--- src/rtl/muldiv_sequencer.sv ---
// Iterative HI/LO multiply/divide unit: 32-step shift-add multiplier and restoring divider
// with sign pre/post-processing, MTHI/MTLO writes, abort and busy/done handshake.
module muldiv_sequencer #(
   parameter int unsigned XLEN = 32,
   parameter int unsigned ITER = 32,
   parameter int unsigned CNTW = 6
) (
   input  logic            iCLK,
   input  logic            iRST,
   input  logic            iStart,
   input  logic [2:0]      iOp,
   input  logic [XLEN-1:0] iA,
   input  logic [XLEN-1:0] iB,
   input  logic            iAbort,
   output logic            oBusy,
   output logic            oDone,
   output logic [XLEN-1:0] oHI,
   output logic [XLEN-1:0] oLO
);

   localparam int unsigned W2 = 2 * XLEN;
   localparam logic [2:0] OP_MTHI = 3'd4;
   localparam logic [2:0] OP_MTLO = 3'd5;

   typedef enum logic [1:0] {IDLE, PREP, RUN, FIX} state_t;

   state_t            state;
   logic [CNTW-1:0]   cnt;
   logic [2:0]        opReg;
   logic [XLEN-1:0]   aReg;
   logic [XLEN-1:0]   bReg;
   logic [XLEN-1:0]   opnd;
   logic [W2-1:0]     acc;
   logic              negLo;
   logic              negHi;
   logic              divZero;

   logic              isDiv;
   logic              signA;
   logic              signB;
   logic [XLEN-1:0]   magA;
   logic [XLEN-1:0]   magB;
   logic [XLEN:0]     mulAdd;
   logic [XLEN:0]     mulSum;
   logic [XLEN:0]     divShift;
   logic [XLEN:0]     divDiff;
   logic [W2-1:0]     prodNeg;
   logic [XLEN-1:0]   quoNeg;
   logic [XLEN-1:0]   remNeg;

   // Operand conditioning and one iteration step for each datapath.
   // acc holds the product for multiply, {remainder, dividend/quotient} for divide.
   always_comb begin
      isDiv    = opReg[1];
      signA    = ~opReg[0] & aReg[XLEN-1];
      signB    = ~opReg[0] & bReg[XLEN-1];
      magA     = signA ? (~aReg + XLEN'(1)) : aReg;
      magB     = signB ? (~bReg + XLEN'(1)) : bReg;
      mulAdd   = acc[0] ? {1'b0, opnd} : '0;
      mulSum   = {1'b0, acc[W2-1:XLEN]} + mulAdd;
      divShift = acc[W2-1:XLEN-1];
      divDiff  = divShift - {1'b0, opnd};
      prodNeg  = ~acc + W2'(1);
      quoNeg   = ~acc[XLEN-1:0] + XLEN'(1);
      remNeg   = ~acc[W2-1:XLEN] + XLEN'(1);
   end

   always_ff @(posedge iCLK) begin
      if (iRST) begin
         state   <= IDLE;
         cnt     <= '0;
         opReg   <= '0;
         aReg    <= '0;
         bReg    <= '0;
         opnd    <= '0;
         acc     <= '0;
         negLo   <= 1'b0;
         negHi   <= 1'b0;
         divZero <= 1'b0;
         oBusy   <= 1'b0;
         oDone   <= 1'b0;
         oHI     <= '0;
         oLO     <= '0;
      end else begin
         oDone <= 1'b0;
         if (state != IDLE && iAbort) begin
            // Flush wins over every in-flight state, including completion.
            state <= IDLE;
            oBusy <= 1'b0;
         end else begin
            case (state)
               IDLE: begin
                  if (iStart && !iAbort) begin
                     case (iOp)
                        3'd0, 3'd1, 3'd2, 3'd3: begin
                           aReg  <= iA;
                           bReg  <= iB;
                           opReg <= iOp;
                           state <= PREP;
                           oBusy <= 1'b1;
                        end
                        OP_MTHI: oHI <= iA;
                        OP_MTLO: oLO <= iA;
                        default: ;
                     endcase
                  end
               end
               PREP: begin
                  negLo   <= signA ^ signB;
                  negHi   <= isDiv ? signA : (signA ^ signB);
                  divZero <= isDiv && (bReg == '0);
                  opnd    <= isDiv ? magB : magA;
                  acc     <= {{XLEN{1'b0}}, (isDiv ? magA : magB)};
                  cnt     <= CNTW'(ITER);
                  state   <= RUN;
               end
               RUN: begin
                  if (isDiv) begin
                     if (!divDiff[XLEN])
                        acc <= {divDiff[XLEN-1:0], acc[XLEN-2:0], 1'b1};
                     else
                        acc <= {divShift[XLEN-1:0], acc[XLEN-2:0], 1'b0};
                  end else begin
                     acc <= {mulSum, acc[XLEN-1:1]};
                  end
                  cnt <= cnt - CNTW'(1);
                  if (cnt == CNTW'(1))
                     state <= FIX;
               end
               FIX: begin
                  if (!isDiv) begin
                     {oHI, oLO} <= negLo ? prodNeg : acc;
                  end else if (divZero) begin
                     oLO <= '1;
                     oHI <= aReg;
                  end else begin
                     oLO <= negLo ? quoNeg : acc[XLEN-1:0];
                     oHI <= negHi ? remNeg : acc[W2-1:XLEN];
                  end
                  oDone <= 1'b1;
                  oBusy <= 1'b0;
                  state <= IDLE;
               end
               default: begin
                  state <= IDLE;
                  oBusy <= 1'b0;
               end
            endcase
         end
      end
   end

endmodule
--- config.mk ---
export PLATFORM = sky130hd
export DESIGN_NAME = muldiv_sequencer
export DESIGN_NICKNAME = d
export VERILOG_FILES = /design/src/rtl/muldiv_sequencer.sv
export SDC_FILE = /design/constraint.sdc
export NUM_CORES = 1
export LEC_CHECK = 0
export BUFFER_PORTS_ARGS = -buffer_cell sky130_fd_sc_hd__buf_2
export CORE_UTILIZATION = 40
export DETAILED_ROUTE_END_ITERATION = 16
export SETUP_SLACK_MARGIN = 0.1
export SYNTH_ARGS = -nofsm -noshare
export SYNTH_HDL_FRONTEND = slang
export SYNTH_SLANG_ARGS = --single-unit
--- constraint.sdc ---
create_clock -name iCLK -period 10.6 [get_ports iCLK]
set_input_delay 1.06 -clock iCLK [delete_from_list [all_inputs] [get_ports iCLK]]
set_output_delay 1.06 -clock iCLK [all_outputs]
set_load 0.005 [all_outputs]
# Word level (Yosys, flattened, before mapping)
# Index checks and enable logic that the tools add are counted.
# totals
reg_bits,239
latchBits,0
ram_bits,0
rom_bits,0
inputBits,71
output_inout_bits,66
wordCells,96
memories,0
# op_classes
add_sub_neg,8
n_mul,0
div,0
magnitude_cmp,0
eq_ne,14
shift,0
mux,31
bitwise_logic,10
reduce_logical,19
# op_table
operator,n
32-bit 2-to-1 mux,15
64-bit 2-to-1 mux,3
"32-bit by 1-bit adder with 32-bit output, second input constant",4
32-bit NOT,4
32-bit case mux with 2 select lines,2
64-bit case mux with 2 select lines,1
"64-bit by 1-bit adder with 64-bit output, second input constant",1
64-bit NOT,1
32-bit by 32-bit adder with 33-bit output,1
33-bit by 32-bit subtractor with 33-bit output,1
32-bit logical NOT,1
6-bit case mux with 2 select lines,1
4-bit AND reduction,3
2-bit case mux with 4 select lines,1
"3-bit by 2-bit equality test with 1-bit output, second input constant",2
"3-bit equality test, second input constant",2
"6-bit by 1-bit equality test with 1-bit output, second input constant",1
2-bit 2-to-1 mux,3
"2-bit by 1-bit != test with 1-bit output, second input constant",3
3-bit AND reduction,2
2-bit nonzero test,3
"6-bit by 1-bit subtractor with 6-bit output, second input constant",1
"2-bit equality test, second input constant",2
1-bit 2-to-1 mux,4
other kinds (14),20

# Logic depth before layout (Yosys ltp)
# Gate-level depths: netlist of the first run.
# depth
ltp_word,6
mapped_depth,14
ltp_nobuf,13

# Worst setup path before layout of the first run
# Ideal clock, no wire load.
# synth_timing
path_type,register to register
startpoint,reg acc[32]
endpoint,reg acc[61]
setup_time_ns,0.121
arrival_time_ns,3.295
required_time_ns,10.479
setup_slack_ns,7.183
stages_incl_launch_ff,15
path_buffers,3
synth_period_minus_slack_ns,3.417
path_cell_list,dfxtp_1 clkbuf_1 inv_1 fa_1 nand2b_1 a21oi_1 o21ai_0 a211oi_1 o211ai_1 o211ai_1 clkbuf_1 buf_1 nand4b_1 o2111ai_1 a21oi_1
# synth_between
elab_chain_cells,4
word_cells_on_any_way,5
cone_classes,add/sub (2); mux (3)
# synth_rtl
element,line,rtl
from (decl),33,logic [W2-1:0] acc;
from (signal assigned),113,"acc <= {{XLEN{1'b0}}, (isDiv ? magA : magB)};"
from (signal assigned),120,"acc <= {divDiff[XLEN-1:0], acc[XLEN-2:0], 1'b1};"
from (signal assigned),122,"acc <= {divShift[XLEN-1:0], acc[XLEN-2:0], 1'b0};"
33-bit by 32-bit subtractor with 33-bit output,62,"divDiff = divShift - {1'b0, opnd};"
64-bit 2-to-1 mux,119,if (!divDiff[XLEN])
64-bit 2-to-1 mux (*),118,if (isDiv) begin
64-bit case mux with 2 select lines (*),91,case (state)
# Every way passes the cells marked *; elsewhere a longest branch is shown, timed or not.
# A chain may end at the register's enable or synchronous reset.

# Final worst setup path of the first run
# layout_timing
startpoint,reg acc[32]
endpoint,reg acc[48]
# The elaborated chain is that of the path after synthesis.

==> reports/metrics.yaml, run 1 <==
run_status:
  status: "finished clean"
floorplanning:
  dieArea_um2: 45200
  start_util_pct: 40.9
  rows: 76
  die_x_um: 213
  core_area_um2: 43400
  die_h_um: 213
  io_pins: 137
pwr:
  p_sw_share_pct: 40.6
  power.internal_uw: 2230
  pwr-share-clk_pct: 30.5
  ir_drop_v: 0.000163
  p_leak_uw: 0.00777
  cellPowerDensity_nw_per_um2: 190
  p_comb_share_pct: 40.3
  power_switching_uw: 1530
  power.share.sequential_pct: 29.2
sta:
  fin_crit_sh_pct: 37.7
  slew_headroom_pct: 20.2
  period_needed_ns: 4.00
  tightest_slew_ns: 1.20
  hold_viol: 0
  setup_viol: 0
  fin_tns_setup_ns: 0
  fin_ws_ns: 6.60
  fmax_mhz: 250
  rsz0062_at_grt: "no"
  final_max_slew_viol_count: 0
  clock_skew_ns: 0.0126
finish:
  multi_input_area_um2: 12000
  drive_above_1_share_pct: 11.1
  finalNonFillerCells: 3027
  fin_nets: 2565
  syn2layout_area_growth_pct: 11.6
  regArea_um2: 4790
  fin_util_pct: 45.6
  n_fill_cell: 4481
placed_design:
  portBuffers: 136
  dp_slack_ns: 6.66
  dp_hpwl_um: 49300
  gp_congestion: 0.950
  place_inst: 2972
global_route:
  antenna_found_initial: 1
  first_global_vias: 16370
  grt_max_degree: 102
  grt_overflow: 0
  grt_pass1_wl_um: 99900
  grt_use_total_pct: 29.0
drt:
  drc_errors: 0
  viasPerCell: 6.03
  wl_um: 66900
  initialDrtViolationCount: 1915
  wl_per_cell_um: 22.1
  vias: 18256
  dr.pass1.iters: 6
  ant_nets: 0
synth:
  ys.flop_type: "dfxtp_1"
  ys_seq_area_share_pct: 27.0
  synth_edf_count: 0
  mappedNetlistArea_um2: 17700
  syn_inst: 2407
  ys_ff_latch: 239
  synth_fp_nets: 2554
  yosysUniqueCellTypes: 73
  ys_async_sr_fraction_pct: 0
  syn_avg_cell_area_um2: 7.37
  ys.warnings.count: 0
hold_path:
  hold_depth: 2
  hp-class: "reg -> reg"
setup_path:
  reg2reg_slack_ns: 6.60
  critPathLaunchType: "flip-flop"
  crit_type: "reg -> reg"
  cp_max_fo: 26
  ff2ff_path_depth: 12
  end_kind: "flip-flop"
  required_ns: 11.06
  worst_ep_arrival_time_ns: 4.46
cts:
  post_cts_resized: 0
  cts_htree_levels: 1
  cts_tree: "built"
  root_buffer: "clkbuf_16"
  clock_path_buffers: 3
  post_cts_buffers: 0
  cts_sinks: 239
  cts_made_buffers: 29
  clk_pin_slew_ns: 0.06
  holdBufCountCts: 0
  clk_latency_ns: 0.59
job:
  drv_cap: 0
==> layout make-up <==
cell class                      instances  share of cell area [%]
Sequential cell                       239                    24.2
Clock inverter                         15                    1.40
Clock buffer                           38                    4.04
Tap cell                              585                    3.70
Timing Repair Buffer                  166                    4.59
Multi-Input combinational cell       1907                    60.6
Inverter                               75                    1.42
Antenna cell                            2                  0.0253
==> per-stage QoR <==
stage	power (uW)	area, um^2	hold slack (ns)
CTS	3740	19800	0.450
floorplan	2130	17700	0.432
detailed placement	2590	18700	0.441
finish	3750	19800	0.447
global route	3930	19800	0.462
global placement	2580	18700	0.438
==> kinds of logic (layout without fill, tap and decap cells) <==
| family | count (synthesis) | after routing | share of synthesized area (%) |
|---|---|---|---|
| and+or+nand+nor | 826 | 826 | 20.7 |
| AOI/OAI and AO/OA | 734 | 734 | 25.9 |
| buffers and inverters | 261 | 294 | 5.55 |
| DFF | 239 | 239 | 27.0 |
| xor gates and xnor gates | 195 | 195 | 9.63 |
| adders and majority gates | 76 | 76 | 5.45 |
| muxes | 76 | 76 | 5.87 |
| other | 0 | 2 | 0 |
==> routing by layer <==
metal  vias to the layer above  part of all wire, %  global-route usage, %
met5                         -                    0                      0
met4                         0                  4.6                   12.9
met3                       134                  8.9                   4.49
met2                       831                   43                   44.4
met1                      8692                   43                   39.9
li1                       8599                    -                      -
==> worst max-delay path: stages, from the launching register on <==
cell and delay, ns:
dfxtp_1 0.62, inv_1 0.17, fa_1 0.45, nand2b_1 0.19, a21oi_1 0.28, o21ai_0 0.24, a211oi_1 0.61, o211ai_1 0.15
o211ai_1 0.15, buf_4 0.40, mux2_2 0.38, nor2_1 0.10, o21ai_0 0.11
==> placed cells by master (no fill, tap or decap), drive strengths merged, types with 20 or more instances in the layout <==
cell	count
inv	77
nand2b	24
xor2	46
xnor2	149
o221ai	38
a21oi	253
o21ai	168
dfxtp	239
o31ai	48
nor3	54
mux2i	50
ha	74
nor2	226
nand2	367
nand3	30
buf	166
a211oi	26
o211ai	48
a31oi	26
mux4	22
o41ai	20
or3	24
clkbuf	38
a21o	21
==> cell usage after synthesis (5+ instances only) <==
cell / count / share of area, %
a31o_2: 5 / 0.25
inv_1: 74 / 1.6
a21boi_0: 6 / 0.25
a31oi_1: 26 / 0.92
nand4_1: 9 / 0.32
dfxtp_1: 239 / 27
o211ai_1: 48 / 2.0
o221ai_1: 38 / 1.9
a21oi_1: 253 / 7.1
mux2i_1: 50 / 2.8
and3_1: 10 / 0.35
or4_1: 16 / 0.68
nor3_1: 54 / 1.5
a21o_1: 21 / 0.89
nor2b_1: 17 / 0.60
a22oi_1: 18 / 0.76
clkbuf_1: 164 / 3.5
nor2_1: 226 / 4.8
nor4_1: 10 / 0.35
xor2_1: 46 / 2.3
o21a_1: 15 / 0.64
o21ai_0: 164 / 4.6
nand2_1: 367 / 7.8
mux4_2: 22 / 2.8
a211oi_1: 26 / 1.1
or3_1: 24 / 0.85
a211o_1: 9 / 0.44
nand3b_1: 7 / 0.30
nand2b_1: 24 / 0.85
o31ai_1: 48 / 2.0
buf_1: 20 / 0.42
o41ai_1: 19 / 0.94
nand3_1: 30 / 0.85
and2_1: 7 / 0.25
ha_1: 74 / 5.2
or2_2: 8 / 0.28
xnor2_1: 149 / 7.4
==> worst paths after layout <==
kind / from / end
worst max-delay path: acc[32]$_SDFFE_PP0P_ / acc[48]$_SDFFE_PP0P_
worst min register to register: oLO[4]$_SDFFE_PP0P_ / oLO[4]$_SDFFE_PP0P_
worst min-delay path: oLO[4]$_SDFFE_PP0P_ / oLO[4]$_SDFFE_PP0P_
worst max register to register: acc[32]$_SDFFE_PP0P_ / acc[48]$_SDFFE_PP0P_
==> power by group through the flow <==
stage | registers (uW) | clock network [uW] | logic (uW)
2_1_floorplan | 1070 | 0 | 1060
3_3_place_gp | 1110 | 0 | 1480
3_5_place_dp | 1110 | 0 | 1480
4_1_cts | 1090 | 1150 | 1490
5_1_grt | 1110 | 1190 | 1640
6_report | 1100 | 1140 | 1510
==> sequential cells by signal, indices dropped and copies added, names as in the netlist <==
register / cells
opReg: 2
negLo: 1
negHi: 1
acc: 64
bReg: 32
oLO: 32
oBusy: 1
oHI: 32
opnd: 32
divZero: 1
cnt: 6
aReg: 32
oDone: 1
state: 2
(Power assumes the default switching activity.)
==> run 2: changes to the inputs <==
clock period = 4.2 ns   (was 10.6 ns; I/O delays follow)
==> run 2 against run 1 <==
  * Clock skew grew 0.0025 ns
  * Utilization grew 0.39 points
  * First-iteration DRC count shrank 15%
  * Register-to-register slack lost 6.3 ns
  * Cell count grew 1.2%
  * Highest routed layer unchanged
  * Routed wire length shrank 0.68%
  * Total power grew 140%
  * Largest cell class unchanged
  * Die area is the same
  * Combinational power grew to 2.5 times the previous value
==> reports/metrics.yaml, run 2 (same netlist as run 1, synthesis figures left out) <==
run_status:
  status: "finished clean"
setup_path:
  cp_max_fo: 8  # -69%
  critPathLaunchType: "flip-flop"
  reg2reg_slack_ns: 0.31  # -6.30 ns
  startpoint: "acc[0]$_SDFFE_PP0P_"
  end_kind: "flip-flop"
  required_ns: 4.71  # -6.35 ns
  crit_type: "reg -> reg"
  r2r-end: "acc[63]$_SDFFE_PP0P_"
  worst_ep_arrival_time_ns: 4.41  # -0.05 ns
  worstReg2RegStart: "acc[0]$_SDFFE_PP0P_"
  ff2ff_path_depth: 14  # +2
placed_design:
  dp_hpwl_um: 50700  # +2.9%
  gp_congestion: 0.937  # -1.4%
  place_inst: 3009  # +1.2%
  dp_slack_ns: 0.266  # -6.39 ns
  portBuffers: 136  # unchanged
finish:
  mostFrequentLayoutCell: "nand2_1"
  largest_register: "acc"
  drive_above_1_share_pct: 12.5  # +1.4 points
  largest_register_ffs: 64  # unchanged
  fin_nets: 2602  # +1.4%
  finalNonFillerCells: 3062  # +1.2%
  syn2layout_area_growth_pct: 12.5
  diodes: 0  # -2
  layout_common_cells: "nand2_1, a21oi_1, dfxtp_1, nor2_1, o21ai_0"
  fin_util_pct: 46.0  # +0.39 points
cts:
  clk_pin_slew_ns: 0.07  # about the same
  root_buffer: "clkbuf_16"
  cts_htree_levels: 1  # unchanged
  cts_made_buffers: 29  # unchanged
  clock_path_buffers: 3  # unchanged
  cts_sinks: 239  # unchanged
  holdBufCountCts: 0  # unchanged
  clk_latency_ns: 0.59  # about the same
  cts_tree: "built"
global_route:
  grt_use_total_pct: 28.8  # -0.20 points
  first_global_vias: 16605  # +1.4%
  grt_pass1_wl_um: 100000  # about the same
  grt_max_degree: 96  # -5.9%
  grt_overflow: 0  # unchanged
  antenna_found_initial: 1  # unchanged
floorplanning:
  io_pins: 137  # unchanged
  start_util_pct: 40.9  # unchanged
  die_h_um: 213  # unchanged
  dieArea_um2: 45200  # unchanged
  core_area_um2: 43400  # unchanged
  rows: 76  # unchanged
  die_x_um: 213  # unchanged
sta:
  fin_ws_ns: 0.305  # -6.30 ns
  setup_viol: 0  # unchanged
  clock_skew_ns: 0.0151  # +0.00253 ns
  tightest_slew_ns: 1.14  # -0.0582 ns
  fmax_mhz: 257  # +2.7%
  fin_tns_setup_ns: 0  # unchanged
  period_needed_ns: 3.89  # -0.105 ns
  rsz0062_at_grt: "yes"
  final_max_slew_viol_count: 0  # unchanged
  fin_crit_sh_pct: 92.7  # +55 points
  slew_headroom_pct: 24.1  # +3.9 points
  hold_viol: 0  # unchanged
pwr:
  p_leak_uw: 0.00792  # +1.8%
  p_sw_share_pct: 41.3  # +0.72 points
  power.share.sequential_pct: 30.2  # +1.0 points
  ir_drop_v: 0.000341  # +110%
  p_comb_share_pct: 41.8  # +1.5 points
  pwr-share-clk_pct: 28.1  # -2.4 points
  power.internal_uw: 5380  # +140%
  cellPowerDensity_nw_per_um2: 460  # +140%
  power_switching_uw: 3790  # +150%
drt:
  dr.pass1.iters: 5  # -1
  ant_nets: 0  # unchanged
  wl_per_cell_um: 21.7  # -1.8%
  vias: 18208  # -0.26%
  wl_um: 66400  # -0.68%
  viasPerCell: 5.95  # -1.4%
  drc_errors: 0  # unchanged
  initialDrtViolationCount: 1633  # -15%
hold_path:
  worstHoldStart: "iB[30]"
  hold_depth: 3  # +1
  hp-class: "in -> reg"
  holdPathEnd: "bReg[30]$_SDFFE_PP0P_"
job:
  drv_cap: 0  # unchanged
==> run 2: cell count changes in the layout (fill, tap and decap cells not counted), sizes merged <==
cell      delta
clkinvlp     -1
bufinv       -6
clkinv       +5
clkbuf       +2
buf         +37
diode        -2
==> run 2: area by class of cell <==
type,instances,area [um^2]
clock inverters,13,133
inverters,75,282
repair buffers,203,1190
clock buffers,40,837
fillers,4475,23400
flip-flops and latches,239,4790
well taps,585,732
multi-input cells,1907,12000
==> run 2: metrics by stage <==
step	area [um^2]	total power [uW]	hold WS [ns]
3_5_place_dp	19000	6570	0.441
4_1_cts	19900	9150	0.0422
6_report	20000	9170	0.0705
2_1_floorplan	17700	5370	0.432
3_3_place_gp	19000	6540	0.439
5_1_grt	20000	9650	0.0706
==> run 2: critical path: stages (launching register included) <==
cell,delay [ns]
dfxtp_1,0.47
and2_1,0.18
ha_1,0.20
inv_1,0.07
fa_1,0.40
nor2b_1,0.18
o31a_1,0.21
o311ai_0,0.17
buf_4,0.20
a21oi_1,0.29
o21ai_0,0.24
o31ai_1,0.60
a31oi_1,0.22
o21ai_0,0.21
nor3b_1,0.20
==> run 2: power by group through the flow <==
stage	clock network [uW]	logic (uW)	registers, uW
finish	2570	3830	2770
detailed placement	0	3760	2810
global placement	0	3750	2800
global route	2700	4150	2790
CTS	2610	3780	2760
floorplan	0	2680	2690
==> run 2: routing by layer <==
| layer | share of wire, % | wire length (um) | vias up | track usage, % |
|---|---|---|---|---|
| met5 | 0 | 0 | - | 0 |
| met4 | 4.2 | 2760 | 0 | 11.6 |
| met3 | 8.0 | 5330 | 135 | 4.03 |
| met2 | 45 | 29800 | 768 | 46.1 |
| met1 | 43 | 28600 | 8629 | 38.7 |
| li1 | - | - | 8676 | - |
==> run 2: timing repair <==
item,CTS,global route
resized for setup,0,1
endpoints found under the setup margin,0,4
setup buffers,0,0
==> run 2: how the worst max path moves through the flow <==
stage                                      end  slack, ns
after floorplan           acc[61]$_SDFFE_PP0P_       0.78
after CTS                 acc[60]$_SDFFE_PP0P_       0.25
after global placement    acc[60]$_SDFFE_PP0P_       0.33
final                     acc[63]$_SDFFE_PP0P_       0.31
after detailed placement  acc[60]$_SDFFE_PP0P_       0.27
after global routing      acc[62]$_SDFFE_PP0P_       0.04
